**src/rtl/multicycle_controller_pkg.sv**
```systemverilog
// Shared definitions for the multi-cycle controller: opcodes, FSM states,
// ALUOp classes and ALU operand mux encodings.
package multicycle_controller_pkg;

    localparam logic [6:0] OpR     = 7'b0110011;
    localparam logic [6:0] OpI     = 7'b0010011;
    localparam logic [6:0] OpLoad  = 7'b0000011;
    localparam logic [6:0] OpStore = 7'b0100011;
    localparam logic [6:0] OpBeq   = 7'b1100011;

    typedef enum logic [2:0] {
        StFetch,
        StDecode,
        StExec,
        StMem,
        StWb
    } state_e;

    typedef enum logic [1:0] {
        AluAdd   = 2'b00,
        AluAddr  = 2'b01,
        AluFunct = 2'b10,
        AluSub   = 2'b11
    } alu_op_e;

    localparam logic       SrcAPc   = 1'b0;
    localparam logic       SrcARs1  = 1'b1;
    localparam logic [1:0] SrcBRs2  = 2'b00;
    localparam logic [1:0] SrcBFour = 2'b01;
    localparam logic [1:0] SrcBImm  = 2'b10;

    typedef struct packed {
        logic is_r;
        logic is_i;
        logic is_ld;
        logic is_st;
        logic is_br;
        logic legal;
    } op_class_t;

endpackage

```
**src/rtl/multicycle_controller_if.sv**
```systemverilog
// Controller <-> datapath/memory bundle: IR opcode, ALU flag, memory ready in;
// enables, mux selects and status out.
interface multicycle_controller_if #(
    parameter int unsigned ALUOP_W = 2,
    parameter int unsigned CNT_W   = 32
);
    logic [6:0]         Opcode;
    logic               zero;
    logic               mem_ready;
    logic               PCWrite;
    logic               IRWrite;
    logic               IorD;
    logic               ALUSrcA;
    logic [1:0]         ALUSrcB;
    logic [ALUOP_W-1:0] ALUOp;
    logic               MemRead;
    logic               MemWrite;
    logic               MemtoReg;
    logic               RegWrite;
    logic               illegal;
    logic               mem_fault;
    logic [CNT_W-1:0]   instret;

    modport master (
        input  Opcode, zero, mem_ready,
        output PCWrite, IRWrite, IorD, ALUSrcA, ALUSrcB, ALUOp, MemRead, MemWrite,
               MemtoReg, RegWrite, illegal, mem_fault, instret
    );

    modport slave (
        output Opcode, zero, mem_ready,
        input  PCWrite, IRWrite, IorD, ALUSrcA, ALUSrcB, ALUOp, MemRead, MemWrite,
               MemtoReg, RegWrite, illegal, mem_fault, instret
    );
endinterface

```
**src/rtl/multicycle_controller_opcode_classifier.sv**
```systemverilog
// Combinational opcode decode into instruction classes plus a legality flag.
module opcode_classifier
    import multicycle_controller_pkg::*;
#(
    parameter bit EN_BRANCH = 1'b1
) (
    input  logic [6:0] opcode_i,
    output op_class_t  cls_o
);

    // Decode the opcode; BEQ is only recognised when branching is enabled
    always_comb begin
        cls_o = '0;
        case (opcode_i)
            OpR:     cls_o.is_r  = 1'b1;
            OpI:     cls_o.is_i  = 1'b1;
            OpLoad:  cls_o.is_ld = 1'b1;
            OpStore: cls_o.is_st = 1'b1;
            OpBeq:   cls_o.is_br = EN_BRANCH;
            default: ;
        endcase
        cls_o.legal = cls_o.is_r | cls_o.is_i | cls_o.is_ld | cls_o.is_st | cls_o.is_br;
    end

endmodule

```
**src/rtl/multicycle_controller.sv**
```systemverilog
// Multi-cycle main controller: FETCH/DECODE/EXEC/MEM/WB sequencer with memory
// wait timeout, illegal-opcode pulse and retired-instruction counter.
module multicycle_controller
    import multicycle_controller_pkg::*;
#(
    parameter int unsigned ALUOP_W     = 2,
    parameter int unsigned CNT_W       = 32,
    parameter int unsigned TIMEOUT_CYC = 255,
    parameter bit          EN_BRANCH   = 1'b1
) (
    input logic                     clk,
    input logic                     reset,
    multicycle_controller_if.master bus_io
);

    localparam int unsigned WaitW = 32;

    state_e             state_q, state_d;
    logic [WaitW-1:0]   wait_q, wait_d;
    logic [CNT_W-1:0]   instret_q, instret_d;
    op_class_t          cls;

    logic       pc_write, ir_write, iord, src_a, mem_read, mem_write;
    logic       mem_to_reg, reg_write, illegal, mem_fault, retire, timeout;
    logic [1:0] src_b;
    alu_op_e    alu_op;

    opcode_classifier #(
        .EN_BRANCH (EN_BRANCH)
    ) u_classifier (
        .opcode_i (bus_io.Opcode),
        .cls_o    (cls)
    );

    // Next state, Moore output decode gated by mem_ready/zero, wait and retire counters
    always_comb begin
        state_d    = state_q;
        pc_write   = 1'b0;
        ir_write   = 1'b0;
        iord       = 1'b0;
        src_a      = SrcAPc;
        src_b      = SrcBRs2;
        alu_op     = AluAdd;
        mem_read   = 1'b0;
        mem_write  = 1'b0;
        mem_to_reg = 1'b0;
        reg_write  = 1'b0;
        illegal    = 1'b0;
        mem_fault  = 1'b0;
        retire     = 1'b0;
        timeout    = (TIMEOUT_CYC != 0) && (wait_q == WaitW'(TIMEOUT_CYC));

        unique case (state_q)
            StFetch: begin
                mem_read = 1'b1;
                src_b    = SrcBFour;
                if (bus_io.mem_ready) begin
                    ir_write = 1'b1;
                    pc_write = 1'b1;
                    state_d  = StDecode;
                end else if (timeout) begin
                    mem_read  = 1'b0;
                    mem_fault = 1'b1;
                end
            end
            StDecode: begin
                // Branch target computed speculatively into ALUOut
                src_b = SrcBImm;
                if (cls.legal) begin
                    state_d = StExec;
                end else begin
                    illegal = 1'b1;
                    state_d = StFetch;
                end
            end
            StExec: begin
                src_a   = SrcARs1;
                state_d = StFetch;
                if (cls.is_r) begin
                    alu_op  = AluFunct;
                    state_d = StWb;
                end else if (cls.is_i) begin
                    src_b   = SrcBImm;
                    state_d = StWb;
                end else if (cls.is_ld || cls.is_st) begin
                    src_b   = SrcBImm;
                    alu_op  = AluAddr;
                    state_d = StMem;
                end else if (cls.is_br) begin
                    alu_op   = AluSub;
                    pc_write = bus_io.zero;
                    retire   = 1'b1;
                end
            end
            StMem: begin
                iord      = 1'b1;
                mem_read  = cls.is_ld;
                mem_write = cls.is_st;
                if (!(cls.is_ld || cls.is_st)) begin
                    state_d = StFetch;
                end else if (bus_io.mem_ready) begin
                    if (cls.is_ld) begin
                        state_d = StWb;
                    end else begin
                        retire  = 1'b1;
                        state_d = StFetch;
                    end
                end else if (timeout) begin
                    mem_read  = 1'b0;
                    mem_write = 1'b0;
                    mem_fault = 1'b1;
                    state_d   = StFetch;
                end
            end
            StWb: begin
                reg_write  = 1'b1;
                mem_to_reg = cls.is_ld;
                retire     = 1'b1;
                state_d    = StFetch;
            end
            default: state_d = StFetch;
        endcase

        // Counts only while a request is outstanding; any exit or fault clears it
        if (((state_q == StFetch) || (state_q == StMem)) && (mem_read || mem_write)
            && !bus_io.mem_ready) begin
            wait_d = wait_q + 1'b1;
        end else begin
            wait_d = '0;
        end

        instret_d = retire ? instret_q + 1'b1 : instret_q;
    end

    // State, wait counter and retire counter registers with synchronous reset
    always_ff @(posedge clk) begin
        if (reset) begin
            state_q   <= StFetch;
            wait_q    <= '0;
            instret_q <= '0;
        end else begin
            state_q   <= state_d;
            wait_q    <= wait_d;
            instret_q <= instret_d;
        end
    end

    // All outputs forced low while reset is held so no write fires in the reset cycle
    assign bus_io.PCWrite   = pc_write & ~reset;
    assign bus_io.IRWrite   = ir_write & ~reset;
    assign bus_io.IorD      = iord & ~reset;
    assign bus_io.ALUSrcA   = src_a & ~reset;
    assign bus_io.ALUSrcB   = reset ? 2'b00 : src_b;
    assign bus_io.ALUOp     = reset ? '0 : ALUOP_W'(alu_op);
    assign bus_io.MemRead   = mem_read & ~reset;
    assign bus_io.MemWrite  = mem_write & ~reset;
    assign bus_io.MemtoReg  = mem_to_reg & ~reset;
    assign bus_io.RegWrite  = reg_write & ~reset;
    assign bus_io.illegal   = illegal & ~reset;
    assign bus_io.mem_fault = mem_fault & ~reset;
    assign bus_io.instret   = reset ? '0 : instret_q;

endmodule

```
**src/flat_wrapper.sv**
```systemverilog
// flat-port wrapper written by rule: the top's interface ports become plain ports
module multicycle_controller_flat import multicycle_controller_pkg::*;
#(
    parameter int unsigned ALUOP_W     = 2,
    parameter int unsigned CNT_W       = 32,
    parameter int unsigned TIMEOUT_CYC = 255,
    parameter bit          EN_BRANCH   = 1'b1
)
  (clk, reset, bus_io_Opcode, bus_io_zero, bus_io_mem_ready, bus_io_PCWrite, bus_io_IRWrite, bus_io_IorD, bus_io_ALUSrcA, bus_io_ALUSrcB, bus_io_ALUOp, bus_io_MemRead, bus_io_MemWrite, bus_io_MemtoReg, bus_io_RegWrite, bus_io_illegal, bus_io_mem_fault, bus_io_instret);
  multicycle_controller_if #(.ALUOP_W(ALUOP_W), .CNT_W(CNT_W)) bus_io_i ();
  input logic clk;
  input logic reset;
  input wire logic [$bits(bus_io_i.Opcode)-1:0] bus_io_Opcode;
  input wire logic [$bits(bus_io_i.zero)-1:0] bus_io_zero;
  input wire logic [$bits(bus_io_i.mem_ready)-1:0] bus_io_mem_ready;
  output wire logic [$bits(bus_io_i.PCWrite)-1:0] bus_io_PCWrite;
  output wire logic [$bits(bus_io_i.IRWrite)-1:0] bus_io_IRWrite;
  output wire logic [$bits(bus_io_i.IorD)-1:0] bus_io_IorD;
  output wire logic [$bits(bus_io_i.ALUSrcA)-1:0] bus_io_ALUSrcA;
  output wire logic [$bits(bus_io_i.ALUSrcB)-1:0] bus_io_ALUSrcB;
  output wire logic [$bits(bus_io_i.ALUOp)-1:0] bus_io_ALUOp;
  output wire logic [$bits(bus_io_i.MemRead)-1:0] bus_io_MemRead;
  output wire logic [$bits(bus_io_i.MemWrite)-1:0] bus_io_MemWrite;
  output wire logic [$bits(bus_io_i.MemtoReg)-1:0] bus_io_MemtoReg;
  output wire logic [$bits(bus_io_i.RegWrite)-1:0] bus_io_RegWrite;
  output wire logic [$bits(bus_io_i.illegal)-1:0] bus_io_illegal;
  output wire logic [$bits(bus_io_i.mem_fault)-1:0] bus_io_mem_fault;
  output wire logic [$bits(bus_io_i.instret)-1:0] bus_io_instret;
  assign bus_io_i.Opcode = bus_io_Opcode;
  assign bus_io_i.zero = bus_io_zero;
  assign bus_io_i.mem_ready = bus_io_mem_ready;
  assign bus_io_PCWrite = bus_io_i.PCWrite;
  assign bus_io_IRWrite = bus_io_i.IRWrite;
  assign bus_io_IorD = bus_io_i.IorD;
  assign bus_io_ALUSrcA = bus_io_i.ALUSrcA;
  assign bus_io_ALUSrcB = bus_io_i.ALUSrcB;
  assign bus_io_ALUOp = bus_io_i.ALUOp;
  assign bus_io_MemRead = bus_io_i.MemRead;
  assign bus_io_MemWrite = bus_io_i.MemWrite;
  assign bus_io_MemtoReg = bus_io_i.MemtoReg;
  assign bus_io_RegWrite = bus_io_i.RegWrite;
  assign bus_io_illegal = bus_io_i.illegal;
  assign bus_io_mem_fault = bus_io_i.mem_fault;
  assign bus_io_instret = bus_io_i.instret;
  multicycle_controller #(.ALUOP_W(ALUOP_W), .CNT_W(CNT_W), .TIMEOUT_CYC(TIMEOUT_CYC), .EN_BRANCH(EN_BRANCH)) u_core (.clk(clk), .reset(reset), .bus_io(bus_io_i));
endmodule
```
**config.mk**
```make
export PLATFORM = sky130hd
export DESIGN_NAME = multicycle_controller_flat
export DESIGN_NICKNAME = d
export VERILOG_FILES = /design/src/rtl/multicycle_controller_pkg.sv /design/src/rtl/multicycle_controller_if.sv /design/src/rtl/multicycle_controller_opcode_classifier.sv /design/src/rtl/multicycle_controller.sv /design/src/flat_wrapper.sv
export SDC_FILE = /design/constraint.sdc
export NUM_CORES = 1
export LEC_CHECK = 0
export CORE_MARGIN = 2
export CORE_UTILIZATION = 35
export DETAILED_ROUTE_END_ITERATION = 12
export SETUP_SLACK_MARGIN = 0.15
export SLEW_MARGIN = 25
export SYNTH_ARGS = -nofsm -noshare
export SYNTH_HDL_FRONTEND = slang
export SYNTH_HIERARCHICAL = 1
export SYNTH_SLANG_ARGS = --single-unit
```
**constraint.sdc**
```tcl
create_clock -name clk -period 4.32 [get_ports clk]
set_input_delay 0.648 -clock clk [delete_from_list [all_inputs] [get_ports clk]]
set_output_delay 0.648 -clock clk [all_outputs]
set_load 0.005 [all_outputs]
```
==> results.cfg, run 1 <==
[clocking]
cts_resized = 0
postCtsSetupRepairBufs = 0
ctsHoldBuffers = 0
cts_buffers = 9
clk_pin_slew_ns = 0.07
cts-root-buf = clkbuf_8
htreeDepth = 3
cts_tree = built
clkSinkCount = 67
clk_latency_ns = 0.34
cts_buffer_depth = 2

[floorplan]
rows = 37
die_x_microns = 107
ioPinCount = 57
dieArea_sq_um = 11300
core_area_sq_um = 10300
die_y_microns = 107
start_util_pct = 35.8

[global_route]
grt_max_degree = 46
grt_use_total_pct = 16.0
grt_pass1_wl_microns = 15000
antenna_found_initial = 0
gr-total-overflow = 0
grt_pass1_vias = 3103

[placement]
placed_cell_area_sq_um = 4350
place_hpwl_microns = 6140
gpl.final_weighted_congestion = 0.905
numPortBuffers = 56

[drt]
dr.pass1.iters = 4
wl_microns = 8730
ant_nets = 0
dr_total_vias = 3421
wl_per_cell_microns = 13.4
drc = 0
via_per_inst = 5.26
drt_iter0_drc = 161

[final_layout]
fin_area_sq_um = 4520
utilization_pct = 44.0
fillers = 1044
antenna_cells = 0
drive_above_1_share_pct = 7.98
areaGrowthSynthToFinish_pct = 22.9
fin_nets = 524

[critical_path]
worstSetupPathType = input pin to output port
cp_max_fo = 6
required_ns = 3.67
crit_path_start_kind = input pin
worst-endpoint-arrival_ns = 3.06
endpoint_kind = output port

[pwr]
p_per_area_nw_per_um2 = 256
ir_drop_mv = 0.173
power_mw = 1.16
p_leak_nw = 1.43

[sta]
worst_pin_slew_ns = 0.967
period_share_pct = 85.7
setup_tns_ns = 0
setup_viol = 0
skew_ns = 0.0135
hold_viol_final = 0
maxSlewHeadroom_pct = 35.1
max_freq_mhz = 270
rsz0062_at_grt = no
drv_slew = 0
min_period_ns = 3.70

[synth]
syn_area_sq_um = 3680
yosys_warnings = 6
synth_fp_nets = 475
ys_types = 48
seq_area_frac_synth_pct = 36.5
synth-main-ff-cell = dfxtp_1
async_flop_share_pct = 0
synth_edf_count = 0
synth_seq_cells = 67
synth_cells = 462
postSynthAreaPerCell_sq_um = 7.96

[outcome]
status = complete, no violations

[worst_hold_path]
hold_path.class = flop to flop

[job]
maxCapViolCount = 0
## report_power, final
part	internal [mW]	total [mW]	switching, mW
clock	0.233	0.458	0.226
sequential	0.621	0.628	0.00710
combinational	0.0317	0.0731	0.0414
## layer usage
layer	global-route usage [%]	share of wire, %	vias up
met2	26.4	47	70
met5	0	0	-
li1	-	-	1750
met4	3.71	0.94	0
met3	3.80	4.0	10
met1	21.1	48	1591
## sequential cells by signal, summed over array words and instances, names as in the netlist
| signal | cells |
|---|---|
| u_core/instret_q | 32 |
| u_core/wait_q | 32 |
| u_core/state_q | 3 |
## synthesized netlist by cell type (3+ instances only)
cell type,instances,area share (%)
nor4_1,11,1.9
xor2_1,15,3.6
or2_2,3,0.51
o21ai_0,12,1.6
xnor2_1,20,4.8
mux2_2,7,2.1
a21oi_1,22,3.0
nor3_1,15,2.0
nand2_1,33,3.4
and4_1,8,1.9
nand3_1,20,2.7
nor2b_1,26,4.4
a211oi_1,7,1.4
or3_1,7,1.2
nor2_1,69,7.0
o31ai_1,11,2.2
clkbuf_1,18,1.8
or4_1,10,2.0
inv_1,14,1.4
and3_1,7,1.2
and2_1,3,0.51
dfxtp_1,67,36
nand4_1,24,4.1
## kinds of logic after synthesis
group | Yosys count | share of synthesized area (%)
buffers and inverters | 37 | 3.94
xor gates and xnor gates | 35 | 8.33
DFF | 67 | 36.5
AOI/OAI and AO/OA | 61 | 10.1
and+or+nand+nor | 253 | 38.4
adders and majority gates | 2 | 0.680
muxes | 7 | 2.14
## cell type report
cell class | count | area [sq um] | share of cell area, %
multi-input combinational | 358 | 2200 | 48.6
sequential | 67 | 1340 | 29.7
timing repair buffer | 61 | 593 | 13.1
tap | 136 | 170 | 3.76
clock buffer | 12 | 155 | 3.43
inverter | 14 | 52.6 | 1.16
clock inverter | 2 | 12.5 | 0.277
## path summary, 6_finish.rpt
kind / depth (start not counted) / start / to / slack [ns]
worst max-delay path: 9 / bus_io_Opcode[2] / bus_io_mem_fault / 0.62
worst min-delay path: 1 / u_core/wait_q[0] / u_core/wait_q[0] / 0.46
worst max register to register: 5 / u_core/instret_q[2] / u_core/instret_q[27] / 1.69
worst min register to register: 1 / u_core/wait_q[0] / u_core/wait_q[0] / 0.46
## critical path, stage by stage
cell	delay, ns
clkdlybuf4s50_1	0.40
nand4bb_4	0.28
nor3_1	0.20
buf_4	0.16
o211ai_1	0.08
a211oi_1	0.36
and2_1	0.21
nor2b_1	0.18
clkdlybuf4s50_1	0.53
## cells in the final DEF (no fill, tap or decap), types with 2 or more instances in the layout
cell type        synthesis  final
buf_4                    1      5
nor3_1                  15     15
clkbuf_8                 0     11
nor2_1                  69     69
dfxtp_1                 67     67
a211oi_1                 7      7
o211ai_1                 2      2
or2_2                    3      3
a21oi_1                 22     22
or3_1                    7      7
and2_1                   3      3
nand2_1                 33     33
or3b_2                   2      2
and3_1                   7      7
nand2b_1                 2      2
o31ai_1                 11     11
nor4_2                   2      2
clkdlybuf4s50_1          0     55
mux2_2                   7      7
and4_1                   8      8
xor2_1                  15     15
nor4_1                  11     11
nor2b_1                 26     26
or4_2                    2      2
nand4_1                 24     24
xnor2_1                 20     20
nand3_1                 20     20
ha_1                     2      2
o21ai_0                 12     12
inv_1                   14     14
or4_1                   10     10
## through the flow
stage          hold slack [ns]  cells  worst slack (ns)
2_1_floorplan            0.426    462              1.59
3_3_place_gp             0.440    636             0.631
3_5_place_dp             0.448    636             0.642
4_1_cts                  0.466    650             0.610
5_1_grt                  0.494    650             0.344
6_report                 0.460    650             0.616
Power figures use the tool's default switching activity.
==> inputs of run 2 (changes only) <==
Settings changed: RECOVER_POWER set to 100.
==> run 2 against run 1 <==
Effect of this change: total power is 0.52% lower; highest routed layer unchanged; critical path depth is 1 lower; sequential cell count is the same; final cell count stayed put; non-clock buffer count did not move; wire length fell by 0.24%; design area shrank 0.94%; the run now ends with capacitance limit, slew limit left; combinational power down 7.9%; register-to-register slack worse by 0.45 ns.
==> results.cfg, run 2 (synthesized netlist as in run 1, its figures left out) <==
[clocking]
postCtsSetupRepairBufs = 0
clk_latency_ns = 0.34
clk_pin_slew_ns = 0.07
clkSinkCount = 67
cts_tree = built
cts_buffers = 9
cts_buffer_depth = 2
ctsHoldBuffers = 0
cts_resized = 0
cts-root-buf = clkbuf_8
htreeDepth = 3

[floorplan]
ioPinCount = 57
core_area_sq_um = 10300
dieArea_sq_um = 11300
die_x_microns = 107
start_util_pct = 35.8
rows = 37
die_y_microns = 107

[critical_path]
cp-endpoint = bus_io_mem_fault
cpMostUsedCell = clkdlybuf4s50_1
cp_max_fo = 6
worstPathCellList = clkdlybuf4s50_1, nand4bb_1, nor4_1, o211ai_1, a211oi_1, and2_0, nor2b_1, clkdlybuf4s50_1
crit_path_start_kind = input pin
r2r-start = u_core/wait_q[0]
r2r_end = u_core/wait_q[28]
endpoint_kind = output port
startpoint = bus_io_Opcode[2]
crit_cells = 8
slowest_stage = clkdlybuf4s50_1
required_ns = 3.67
r2r_cells = 7
worst-endpoint-arrival_ns = 3.19
max_stage_delay_ns = 0.53
critPathTopFamily = simple AND/OR/NAND/NOR gates
worstSetupPathType = input pin to output port
rrSetupSlack_ns = 1.24
critical_path_buf_inv_count = 2

[sta]
skew_ns = 0.0135
min_period_ns = 3.84
setup_tns_ns = 0
period_share_pct = 88.8
layout_setup_ws_ns = 0.484
setup_viol = 0
hold_viol_final = 0
max_freq_mhz = 261
worst_pin_slew_ns = 1.50
drv_slew = 1
maxSlewHeadroom_pct = -0.871
holdWs_ns = 0.460
rsz0062_at_grt = no

[outcome]
violations = capacitance limit, slew limit
status = finished with violations

[global_route]
grt_max_degree = 46
antenna_found_initial = 0
grt_pass1_vias = 3103
grt_pass1_wl_microns = 15000
grt_use_total_pct = 16.0
gr-total-overflow = 0

[drt]
dr_total_vias = 3422
dr.pass1.iters = 4
ant_nets = 0
drt_iter0_drc = 176
wl_microns = 8710
via_per_inst = 5.26
drc = 0
wl_per_cell_microns = 13.4

[final_layout]
antenna_cells = 0
fin_area_sq_um = 4480
drive_above_1_share_pct = 6.61
final_common_cell = nor2_1
fin_nets = 524
reg.largest.list = u_core/instret_q: 32 flops, u_core/wait_q: 32 flops, u_core/state_q: 3 flops
final_cell_mix = nor2_1, dfxtp_1, dlygate4sd3_1, nand2_1, nor2b_1
areaGrowthSynthToFinish_pct = 21.7

[pwr]
power_mw = 1.15
p_leak_nw = 1.55
p_per_area_nw_per_um2 = 257
ir_drop_mv = 0.173

[placement]
gpl.final_weighted_congestion = 0.905
numPortBuffers = 56
dpl_worst_slack_ns = 0.642
placed_cell_area_sq_um = 4350
place_hpwl_microns = 6140

[job]
maxCapViolCount = 1

[worst_hold_path]
hold_path.class = flop to flop
-- run 2: cell types whose count changed in the layout (fill, tap and decap cells not counted), moves of 2 or more --
cell and change:
buf_4 -3, clkbuf_1 +3, clkdlybuf4s50_1 -42, dlygate4sd3_1 +42, o21ai_0 +2
-- run 2: final cells by class --
| cell class | instances | area [sq um] |
|---|---|---|
| flip-flops and latches | 67 | 1340 |
| fillers | 1056 | 5800 |
| inverters | 14 | 52.6 |
| well taps | 136 | 170 |
| multi-input cells | 358 | 2170 |
| clock inverters | 2 | 12.5 |
| clock buffers | 12 | 155 |
| repair buffers | 61 | 582 |
-- run 2: power by group --
group / internal, mW / switching [mW]
registers: 0.621 / 0.00689
logic: 0.0272 / 0.0401
clock network: 0.233 / 0.225
total: 0.881 / 0.272
-- run 2: worst reg2reg max path: stages (launching register included) --
cell      delay [ns]
dfxtp_1         0.37
ha_1            0.21
and4_1          0.31
nand4_1         0.18
or3_1           0.48
o21ai_0         0.17
clkbuf_1        1.04
nor2_1          0.14
-- run 2: worst min-delay path by stage --
stage                                 from          endpoint  slack [ns]  cells after the start
after floorplan           u_core/wait_q[0]  u_core/wait_q[0]        0.43                      1
after global placement    u_core/wait_q[0]  u_core/wait_q[0]        0.44                      1
after detailed placement  u_core/wait_q[0]  u_core/wait_q[0]        0.45                      1
after CTS                 u_core/wait_q[0]  u_core/wait_q[0]        0.47                      1
after global routing      u_core/wait_q[0]  u_core/wait_q[0]        0.49                      1
final                     u_core/wait_q[0]  u_core/wait_q[0]        0.46                      1
-- run 2: routing by layer --
metal,track usage (%),vias to the layer above,part of all wire (%)
met5,0,-,0
met4,3.71,0,0.93
met3,3.80,10,4.5
met2,26.4,75,47
met1,21.1,1585,48
li1,-,1752,-
-- run 2: metrics by stage --
step,cells,util (%)
detailed placement,636,42.4
finish,650,43.6
floorplan,462,-
global route,650,43.6
global placement,636,42.4
CTS,650,44.0
